File: src/rtl/riscv_periph_timer_if.sv
// ----------------------------------------------------------------------------
// riscv_periph_timer_if
//   Core data-port bundle between the CPU and the timer/console peripheral.
//   master: the core side (drives address, width, write data, read/write
//           requests; receives read data, ready pulse and window hit).
//   slave : the peripheral side (the mirror image).
//
//   data_address  32  core data address
//   data_width     2  0=byte 1=half 2=word
//   data_in       32  write data from core
//   data_read      1  read request, held until data_ready
//   data_write     1  write request, held until data_ready
//   data_out      32  read data, valid while data_ready=1
//   data_ready     1  one-cycle completion pulse
//   hit            1  combinational: address falls inside the peripheral window
// ----------------------------------------------------------------------------
interface riscv_periph_timer_if;
    logic [31:0] data_address;
    logic [1:0]  data_width;
    logic [31:0] data_in;
    logic        data_read;
    logic        data_write;
    logic [31:0] data_out;
    logic        data_ready;
    logic        hit;

    modport master (
        output data_address, data_width, data_in, data_read, data_write,
        input  data_out, data_ready, hit
    );

    modport slave (
        input  data_address, data_width, data_in, data_read, data_write,
        output data_out, data_ready, hit
    );
endinterface

File: src/rtl/riscv_periph_timer.sv
// ----------------------------------------------------------------------------
// riscv_periph_timer
//   Memory-mapped peripheral sitting on the core data port next to RiscVBus.
//   Holds a prescaled 64-bit free-running timer, CHANNELS compare channels
//   that raise a level interrupt, and a small TX FIFO for a debug console.
//
// Ports
//   clock          rising-edge clock
//   reset          asynchronous, active-low
//   bus            data-port bundle (slave side), see riscv_periph_timer_if
//   console_valid  FIFO head valid
//   console_data   FIFO head byte (registered)
//   console_ready  sink accepts the head when console_valid & console_ready
//   irq            registered OR of (IRQ_PEND & IRQ_EN)
//
// Register map (byte offset from BASE_ADDR)
//   0x04 CONSOLE_TX  W  push data_in[7:0], any access width
//   0x08 TIMER_LO    R  timer[31:0]; the read also latches timer[63:32]
//   0x0C TIMER_HI    R  latched upper half
//   0x10 STATUS      R  [7:0] fifo count, [8] full, [9] empty
//   0x14 PRESCALE    RW tick period = PRESCALE+1 clocks; write clears divider
//   0x18 IRQ_EN      RW [CHANNELS-1:0]
//   0x1C IRQ_PEND    R, write-one-to-clear
//   0x20+4k CMP[k]   RW
// ----------------------------------------------------------------------------
module riscv_periph_timer #(
    parameter logic [31:0] BASE_ADDR        = 32'h4000_0000,
    parameter int          CHANNELS         = 2,
    parameter int          FIFO_DEPTH       = 8,
    parameter logic [31:0] PRESCALE_DEFAULT = 32'd100
) (
    input  logic                 clock,
    input  logic                 reset,
    riscv_periph_timer_if.slave  bus,
    output logic                 console_valid,
    output logic [7:0]           console_data,
    input  logic                 console_ready,
    output logic                 irq
);

    localparam int          PW     = $clog2(FIFO_DEPTH);
    localparam int          CW     = PW + 1;
    localparam logic [31:0] WINDOW = 32'h20 + 32'(4 * CHANNELS);

    localparam logic [5:0] IDX_CONSOLE  = 6'd1;
    localparam logic [5:0] IDX_TIMER_LO = 6'd2;
    localparam logic [5:0] IDX_TIMER_HI = 6'd3;
    localparam logic [5:0] IDX_STATUS   = 6'd4;
    localparam logic [5:0] IDX_PRESCALE = 6'd5;
    localparam logic [5:0] IDX_IRQ_EN   = 6'd6;
    localparam logic [5:0] IDX_IRQ_PEND = 6'd7;
    localparam logic [5:0] IDX_CMP0     = 6'd8;

    // Timer / compare state
    logic [63:0]         timer;
    logic [31:0]         divider;
    logic [31:0]         prescale;
    logic [31:0]         shadow;
    logic [31:0]         cmp [CHANNELS];
    logic [CHANNELS-1:0] irq_en;
    logic [CHANNELS-1:0] irq_pend;

    // Console FIFO state
    logic [7:0]          fifo_mem [FIFO_DEPTH];
    logic [PW-1:0]       rd_ptr;
    logic [PW-1:0]       wr_ptr;
    logic [CW-1:0]       count;

    // Bus response registers
    logic                ready_q;
    logic [31:0]         rdata_q;

    // Decode
    logic [31:0]         offset;
    logic [5:0]          word_idx;
    logic                request;
    logic                console_sel;
    logic                fifo_full;
    logic                fifo_empty;
    logic                push_blocked;
    logic                accept;
    logic                acc_write;
    logic                acc_read;
    logic                word_write;
    logic                push;
    logic                pop;
    logic                tick;
    logic [31:0]         timer_lo_next;
    logic [CHANNELS-1:0] cmp_set;
    logic [CHANNELS-1:0] pend_clr;
    logic [31:0]         rdata;
    logic [CW-1:0]       count_after_pop;
    logic [CW-1:0]       count_next;
    logic [PW-1:0]       rd_next;
    logic [7:0]          head_next;

    // The window test uses the full offset so an address below BASE_ADDR
    // (which wraps to a huge offset) never counts as a hit.
    assign offset   = bus.data_address - BASE_ADDR;
    assign word_idx = offset[7:2];
    assign bus.hit  = (bus.data_address >= BASE_ADDR) && (offset < WINDOW);

    // No acceptance during the ready cycle: the core is still dropping its
    // request there and must not be served twice.
    assign request      = (bus.data_read | bus.data_write) & bus.hit & ~ready_q;
    assign console_sel  = (word_idx == IDX_CONSOLE);
    assign fifo_full    = (count == CW'(FIFO_DEPTH));
    assign fifo_empty   = (count == '0);
    // A push into a full FIFO waits even if a pop happens on the same edge;
    // the freed slot is taken on the following edge.
    assign push_blocked = bus.data_write & console_sel & fifo_full;
    assign accept       = request & ~push_blocked;
    assign acc_write    = accept & bus.data_write;
    assign acc_read     = accept & ~bus.data_write;
    assign word_write   = acc_write & (bus.data_width == 2'd2);
    assign push         = acc_write & console_sel;
    assign pop          = console_valid & console_ready;

    assign tick          = (divider == prescale);
    assign timer_lo_next = timer[31:0] + 32'd1;

    assign bus.data_ready = ready_q;
    assign bus.data_out   = rdata_q;

    // Compare hits are judged against the post-tick timer value, so writing a
    // CMP equal to the current timer never raises pending by itself.
    always_comb begin
        cmp_set = '0;
        for (int k = 0; k < CHANNELS; k++) begin
            cmp_set[k] = tick && (timer_lo_next == cmp[k]);
        end
    end

    always_comb begin
        pend_clr = '0;
        if (word_write && (word_idx == IDX_IRQ_PEND)) begin
            pend_clr = bus.data_in[CHANNELS-1:0];
        end
    end

    // Register read mux; unmapped offsets and write-only registers read as 0.
    always_comb begin
        rdata = '0;
        case (word_idx)
            IDX_TIMER_LO: rdata = timer[31:0];
            IDX_TIMER_HI: rdata = shadow;
            IDX_STATUS: begin
                rdata[CW-1:0] = count;
                rdata[8]      = fifo_full;
                rdata[9]      = fifo_empty;
            end
            IDX_PRESCALE: rdata = prescale;
            IDX_IRQ_EN:   rdata = 32'(irq_en);
            IDX_IRQ_PEND: rdata = 32'(irq_pend);
            default: begin
                for (int k = 0; k < CHANNELS; k++) begin
                    if (word_idx == 6'(IDX_CMP0 + k)) begin
                        rdata = cmp[k];
                    end
                end
            end
        endcase
    end

    // Next-state of the FIFO. When the entry that becomes the head is being
    // written on this same edge, it is taken straight from the bus.
    always_comb begin
        count_after_pop = count - CW'(pop);
        count_next      = count_after_pop + CW'(push);
        rd_next         = rd_ptr + PW'(pop);
        head_next       = (push && (count_after_pop == '0)) ? bus.data_in[7:0]
                                                            : fifo_mem[rd_next];
    end

    // Bus completion: one-cycle ready after every accepted request.
    always_ff @(posedge clock or negedge reset) begin
        if (!reset) begin
            ready_q <= 1'b0;
            rdata_q <= '0;
        end else begin
            ready_q <= accept;
            rdata_q <= acc_read ? rdata : 32'h0;
        end
    end

    // Timer, prescaler, compare channels and interrupt state.
    always_ff @(posedge clock or negedge reset) begin
        if (!reset) begin
            timer    <= '0;
            divider  <= '0;
            prescale <= PRESCALE_DEFAULT;
            shadow   <= '0;
            irq_en   <= '0;
            irq_pend <= '0;
            irq      <= 1'b0;
            for (int k = 0; k < CHANNELS; k++) begin
                cmp[k] <= '0;
            end
        end else begin
            if (tick) begin
                timer <= timer + 64'd1;
            end

            if (word_write && (word_idx == IDX_PRESCALE)) begin
                prescale <= bus.data_in;
                divider  <= '0;
            end else if (tick) begin
                divider <= '0;
            end else begin
                divider <= divider + 32'd1;
            end

            if (acc_read && (word_idx == IDX_TIMER_LO)) begin
                shadow <= timer[63:32];
            end

            if (word_write && (word_idx == IDX_IRQ_EN)) begin
                irq_en <= bus.data_in[CHANNELS-1:0];
            end

            for (int k = 0; k < CHANNELS; k++) begin
                if (word_write && (word_idx == 6'(IDX_CMP0 + k))) begin
                    cmp[k] <= bus.data_in;
                end
            end

            // A compare hit wins over a same-edge clear of the same bit.
            irq_pend <= (irq_pend & ~pend_clr) | cmp_set;
            irq      <= |(irq_pend & irq_en);
        end
    end

    // Console FIFO pointers, occupancy and registered head.
    always_ff @(posedge clock or negedge reset) begin
        if (!reset) begin
            rd_ptr        <= '0;
            wr_ptr        <= '0;
            count         <= '0;
            console_valid <= 1'b0;
            console_data  <= '0;
        end else begin
            if (push) begin
                wr_ptr <= wr_ptr + 1'b1;
            end
            if (pop) begin
                rd_ptr <= rd_ptr + 1'b1;
            end
            count         <= count_next;
            console_valid <= (count_next != '0);
            console_data  <= (count_next != '0) ? head_next : 8'h00;
        end
    end

    // FIFO storage needs no reset; only entries below count are ever shown.
    always_ff @(posedge clock) begin
        if (push) begin
            fifo_mem[wr_ptr] <= bus.data_in[7:0];
        end
    end

endmodule
File: src/flat_wrapper.sv
// flat-port wrapper written by rule: the top's interface ports become plain ports
module riscv_periph_timer_flat 
#(
    parameter logic [31:0] BASE_ADDR        = 32'h4000_0000,
    parameter int          CHANNELS         = 2,
    parameter int          FIFO_DEPTH       = 8,
    parameter logic [31:0] PRESCALE_DEFAULT = 32'd100
)
  (clock, reset, console_valid, console_data, console_ready, irq, bus_data_address, bus_data_width, bus_data_in, bus_data_read, bus_data_write, bus_data_out, bus_data_ready, bus_hit);
  riscv_periph_timer_if bus_i ();
  input  logic clock;
  input  logic reset;
  output logic console_valid;
  output logic [7:0] console_data;
  input  logic console_ready;
  output logic irq;
  input wire logic [$bits(bus_i.data_address)-1:0] bus_data_address;
  input wire logic [$bits(bus_i.data_width)-1:0] bus_data_width;
  input wire logic [$bits(bus_i.data_in)-1:0] bus_data_in;
  input wire logic [$bits(bus_i.data_read)-1:0] bus_data_read;
  input wire logic [$bits(bus_i.data_write)-1:0] bus_data_write;
  output wire logic [$bits(bus_i.data_out)-1:0] bus_data_out;
  output wire logic [$bits(bus_i.data_ready)-1:0] bus_data_ready;
  output wire logic [$bits(bus_i.hit)-1:0] bus_hit;
  assign bus_i.data_address = bus_data_address;
  assign bus_i.data_width = bus_data_width;
  assign bus_i.data_in = bus_data_in;
  assign bus_i.data_read = bus_data_read;
  assign bus_i.data_write = bus_data_write;
  assign bus_data_out = bus_i.data_out;
  assign bus_data_ready = bus_i.data_ready;
  assign bus_hit = bus_i.hit;
  riscv_periph_timer #(.BASE_ADDR(BASE_ADDR), .CHANNELS(CHANNELS), .FIFO_DEPTH(FIFO_DEPTH), .PRESCALE_DEFAULT(PRESCALE_DEFAULT)) u_core (.clock(clock), .reset(reset), .bus(bus_i), .console_valid(console_valid), .console_data(console_data), .console_ready(console_ready), .irq(irq));
endmodule
File: config.mk
export PLATFORM = sky130hd
export DESIGN_NAME = riscv_periph_timer_flat
export DESIGN_NICKNAME = d
export VERILOG_FILES = /design/src/rtl/riscv_periph_timer_if.sv /design/src/rtl/riscv_periph_timer.sv /design/src/flat_wrapper.sv
export SDC_FILE = /design/constraint.sdc
export NUM_CORES = 1
export LEC_CHECK = 0
export CORE_MARGIN = 2
export CORE_UTILIZATION = 54
export CTS_CLUSTER_SIZE = 30
export DETAILED_ROUTE_END_ITERATION = 10
export PLACE_DENSITY = 0.77
export SKIP_LAST_GASP = 1
export SYNTH_ARGS = -nofsm -noshare
export SYNTH_HDL_FRONTEND = slang
export SYNTH_SLANG_ARGS = --single-unit
File: constraint.sdc
create_clock -name clock -period 3.2 [get_ports clock]
set_clock_uncertainty 0.1 [all_clocks]
set_input_delay 0.64 -clock clock [delete_from_list [all_inputs] [get_ports clock]]
set_output_delay 0.64 -clock clock [all_outputs]
set_load 0.005 [all_outputs]
==> flow_summary.ini <==
[worst_setup_path]
end_kind = register
worstPathRequired_ps = 3520
cp_max_fo = 4
r2r_cells = 9
max_stage_delay_ps = 530
crit_arrival_ps = 3390
worst_setup_path_start_kind = register
cp_cell_sequence = nand3_1 > nor4_2 > buf_4 > nand4_1 > xor2_1 > nor2_1 > or4b_1 > or4_1 > o31ai_1
critPathKind = register to register
timing.critical_path.slowest_stage_cell = or4b_1

[clock_network]
cts_tree = yes
ctsLongestPathBuffers = 3
cts-buffers-inserted = 37
cts-root-buf = clkbuf_16
clk_latency_ps = 520
path_clk_slew_ps = 60
clock_sinks = 345
htreeDepth = 2

[power]
p_int_mw = 7.95
p_per_area_mw_per_mm2 = 500
p_clk_frac = 0.397
swShare = 0.243
power.total_mw = 10.5
p_seq_frac = 0.444
p_leak_nw = 9.22
p_comb_frac = 0.160
vdd_drop_max_mv = 0.397
p_sw_mw = 2.56

[drt]
avgViaCountPerCell = 5.94
ant_nets = 0
firstDrtPassIters = 5
wl_per_cell_um = 22.4
drc = 0
vias = 12700
drtIter0Drc = 1062
wirelength_um = 47900

[synth]
synthCells = 1486
yosysMostFrequentCell = dfrtp_1
synth_seq_cells = 345
synth_top_family_by_area = multiplexers
synth_top_area_share = 0.403
synthMuxAreaShare = 0.154
synth_simple_gate_area_frac = 0.137
synthTopCellsByArea = dfrtp_1, edfxtp_1, mux2_2, xnor2_1, mux2i_1
async_reset_ff_frac = 0.814
synthAdderAreaFrac = 0.00725
synthesis.area_per_instance_sq_um = 11.6
netlist_area_sq_mm = 0.0172
synth_xor_area_frac = 0.106
yosys_warnings = 0
synth_compound_area_frac = 0.0523
ys.flop_type = dfrtp_1
syn_nets = 1567
yosysTopAreaCell = dfrtp_1
synth_commonest_cells = dfrtp_1, nor2_1, mux2_2
yosysSeqAreaShare = 0.519
synth_edf_count = 64
synth.distinct_cells = 67

[global_route]
grt_remaining_overflow = 0
grt_pass1_vias = 12800
grtUsageTotal = 0.291
grt_pass1_wl_um = 74500
grt_max_degree = 82
antenna_found_initial = 0

[placed_design]
dp_hpwl_um = 35500
placed_area_sq_mm = 0.0197
port_buffers = 112
gp_congestion = 0.949

[timing]
fmax_mhz = 325
post-route-period-util = 0.961
fin_crit_ps = 3070
hold_viol_final = 0
rsz0062_at_grt = true
drv_slew = 0
setup_violations = 0
max_slew_margin = 0.515
tightest_slew_ps = 722

[floorplan]
ioPinCount = 115
coreArea_sq_mm = 0.0315
die_width_um = 183
die_area_sq_mm = 0.0334
initial_core_util = 0.548
rows = 65
die_y_um = 183

[min_path]
hold_path_depth = 1
worstHoldPathType = register to register

[final_layout]
antenna_cells = 0
nNetsFinal = 1785
fill_cells = 2276
drive_above_1_share = 0.222
stdcell_area_sq_mm = 0.0210
syn2layout_area_growth_pct = 21.8

[run]
cap_violations = 0

[status]
status = complete, no violations
## kinds of logic after synthesis
kind of cell               Yosys count
and+or+nand+nor                    460
muxes                              226
DFF                                345
xor gates and xnor gates           209
adders and majority gates           10
AOI/OAI and AO/OA                  137
buffers and inverters               99
## area by class of cell
cell class	count	area (sq um)	area share
Sequential cell	345	8960	0.426
Multi-Input combinational cell	1042	7960	0.379
Timing Repair Buffer	257	2330	0.111
Clock buffer	55	1120	0.0531
Tap cell	402	503	0.0239
Inverter	21	78.8	0.00375
Clock inverter	12	72.6	0.00345
## flip-flops by register name, indices dropped and copies added (netlist names)
register and cells:
u_core.bus.data_out 32, u_core.bus.data_ready 1, u_core.cmp 64, u_core.console_data 8, u_core.console_valid 1, u_core.count 4
u_core.divider 32, u_core.fifo_mem 64, u_core.irq 1, u_core.irq_en 2, u_core.irq_pend 2, u_core.prescale 32
u_core.rd_ptr 3, u_core.shadow 32, u_core.timer 64, u_core.wr_ptr 3
## critical path: cells and delay by family (launching register included)
family	cells	cell delay, ps
buffers and inverters	1	200
AOI/OAI and AO/OA	1	210
xor gates and xnor gates	1	270
DFF	1	420
and+or+nand+nor	6	1780
## metal layers
metal	share of wire	global-route usage
met5	0	0
met4	0.028	0.0855
met3	0.065	0.0421
met2	0.48	0.475
met1	0.43	0.409
## stage by stage
| stage | utilization | setup TNS [ps] | hold slack, ps | setup WS, ps | cells |
|---|---|---|---|---|---|
| after global routing | 0.668 | -431 | 403 | -57.4 | 2134 |
| after floorplan | - | 0 | 244 | 77.2 | 1486 |
| after detailed placement | 0.627 | -10580 | 366 | -384 | 2064 |
| after CTS | 0.665 | 0 | 377 | 15.1 | 2132 |
| final | 0.668 | 0 | 377 | 125 | 2134 |
| after global placement | 0.627 | -5970 | 366 | -276 | 2064 |
## what timing repair did
action                                 4_1_cts  5_1_grt
endpoints found under the hold margin       17        0
buffers inserted                             0        2
hold buffers                                 1        0
resized for setup                            0       14
setup endpoints to repair                    2       18
pin swaps                                    2        1
## power groups by stage
stage	Sequential, mW	Combinational [mW]	Clock, mW
after floorplan	4.73	0.977	0
after global placement	4.74	1.60	0
after detailed placement	4.74	1.65	0
after CTS	4.66	1.69	4.23
after global routing	4.67	1.84	4.42
final	4.66	1.68	4.17
## cell usage in the layout (no fill, tap or decap), drive strengths merged, types with 10 or more instances in the layout
cell type,n
edfxtp,64
mux4,18
o22ai,34
inv,24
dfrtp,278
nor3,27
a21oi,39
o21ai,16
nand2,75
clkbuf,55
mux2i,74
and3,22
nand3,62
nand4,44
nor4,25
mux2,134
xnor2,127
clkdlybuf4s50,110
ha,10
xor2,82
buf,146
nor2,144
## final timing paths
check,from,end,slack [ps]
worst min-delay path,u_core.timer[63],u_core.timer[63],380
min in group asynchronous,reset,u_core.console_data[5],540
worst max-delay path,u_core.timer[25],u_core.irq_pend[0],130
worst min register to register,u_core.timer[63],u_core.timer[63],380
worst max register to register,u_core.timer[25],u_core.irq_pend[0],130
max in group asynchronous,reset,u_core.cmp[26],1550
No activity file was read; power rests on OpenSTA's default activity.
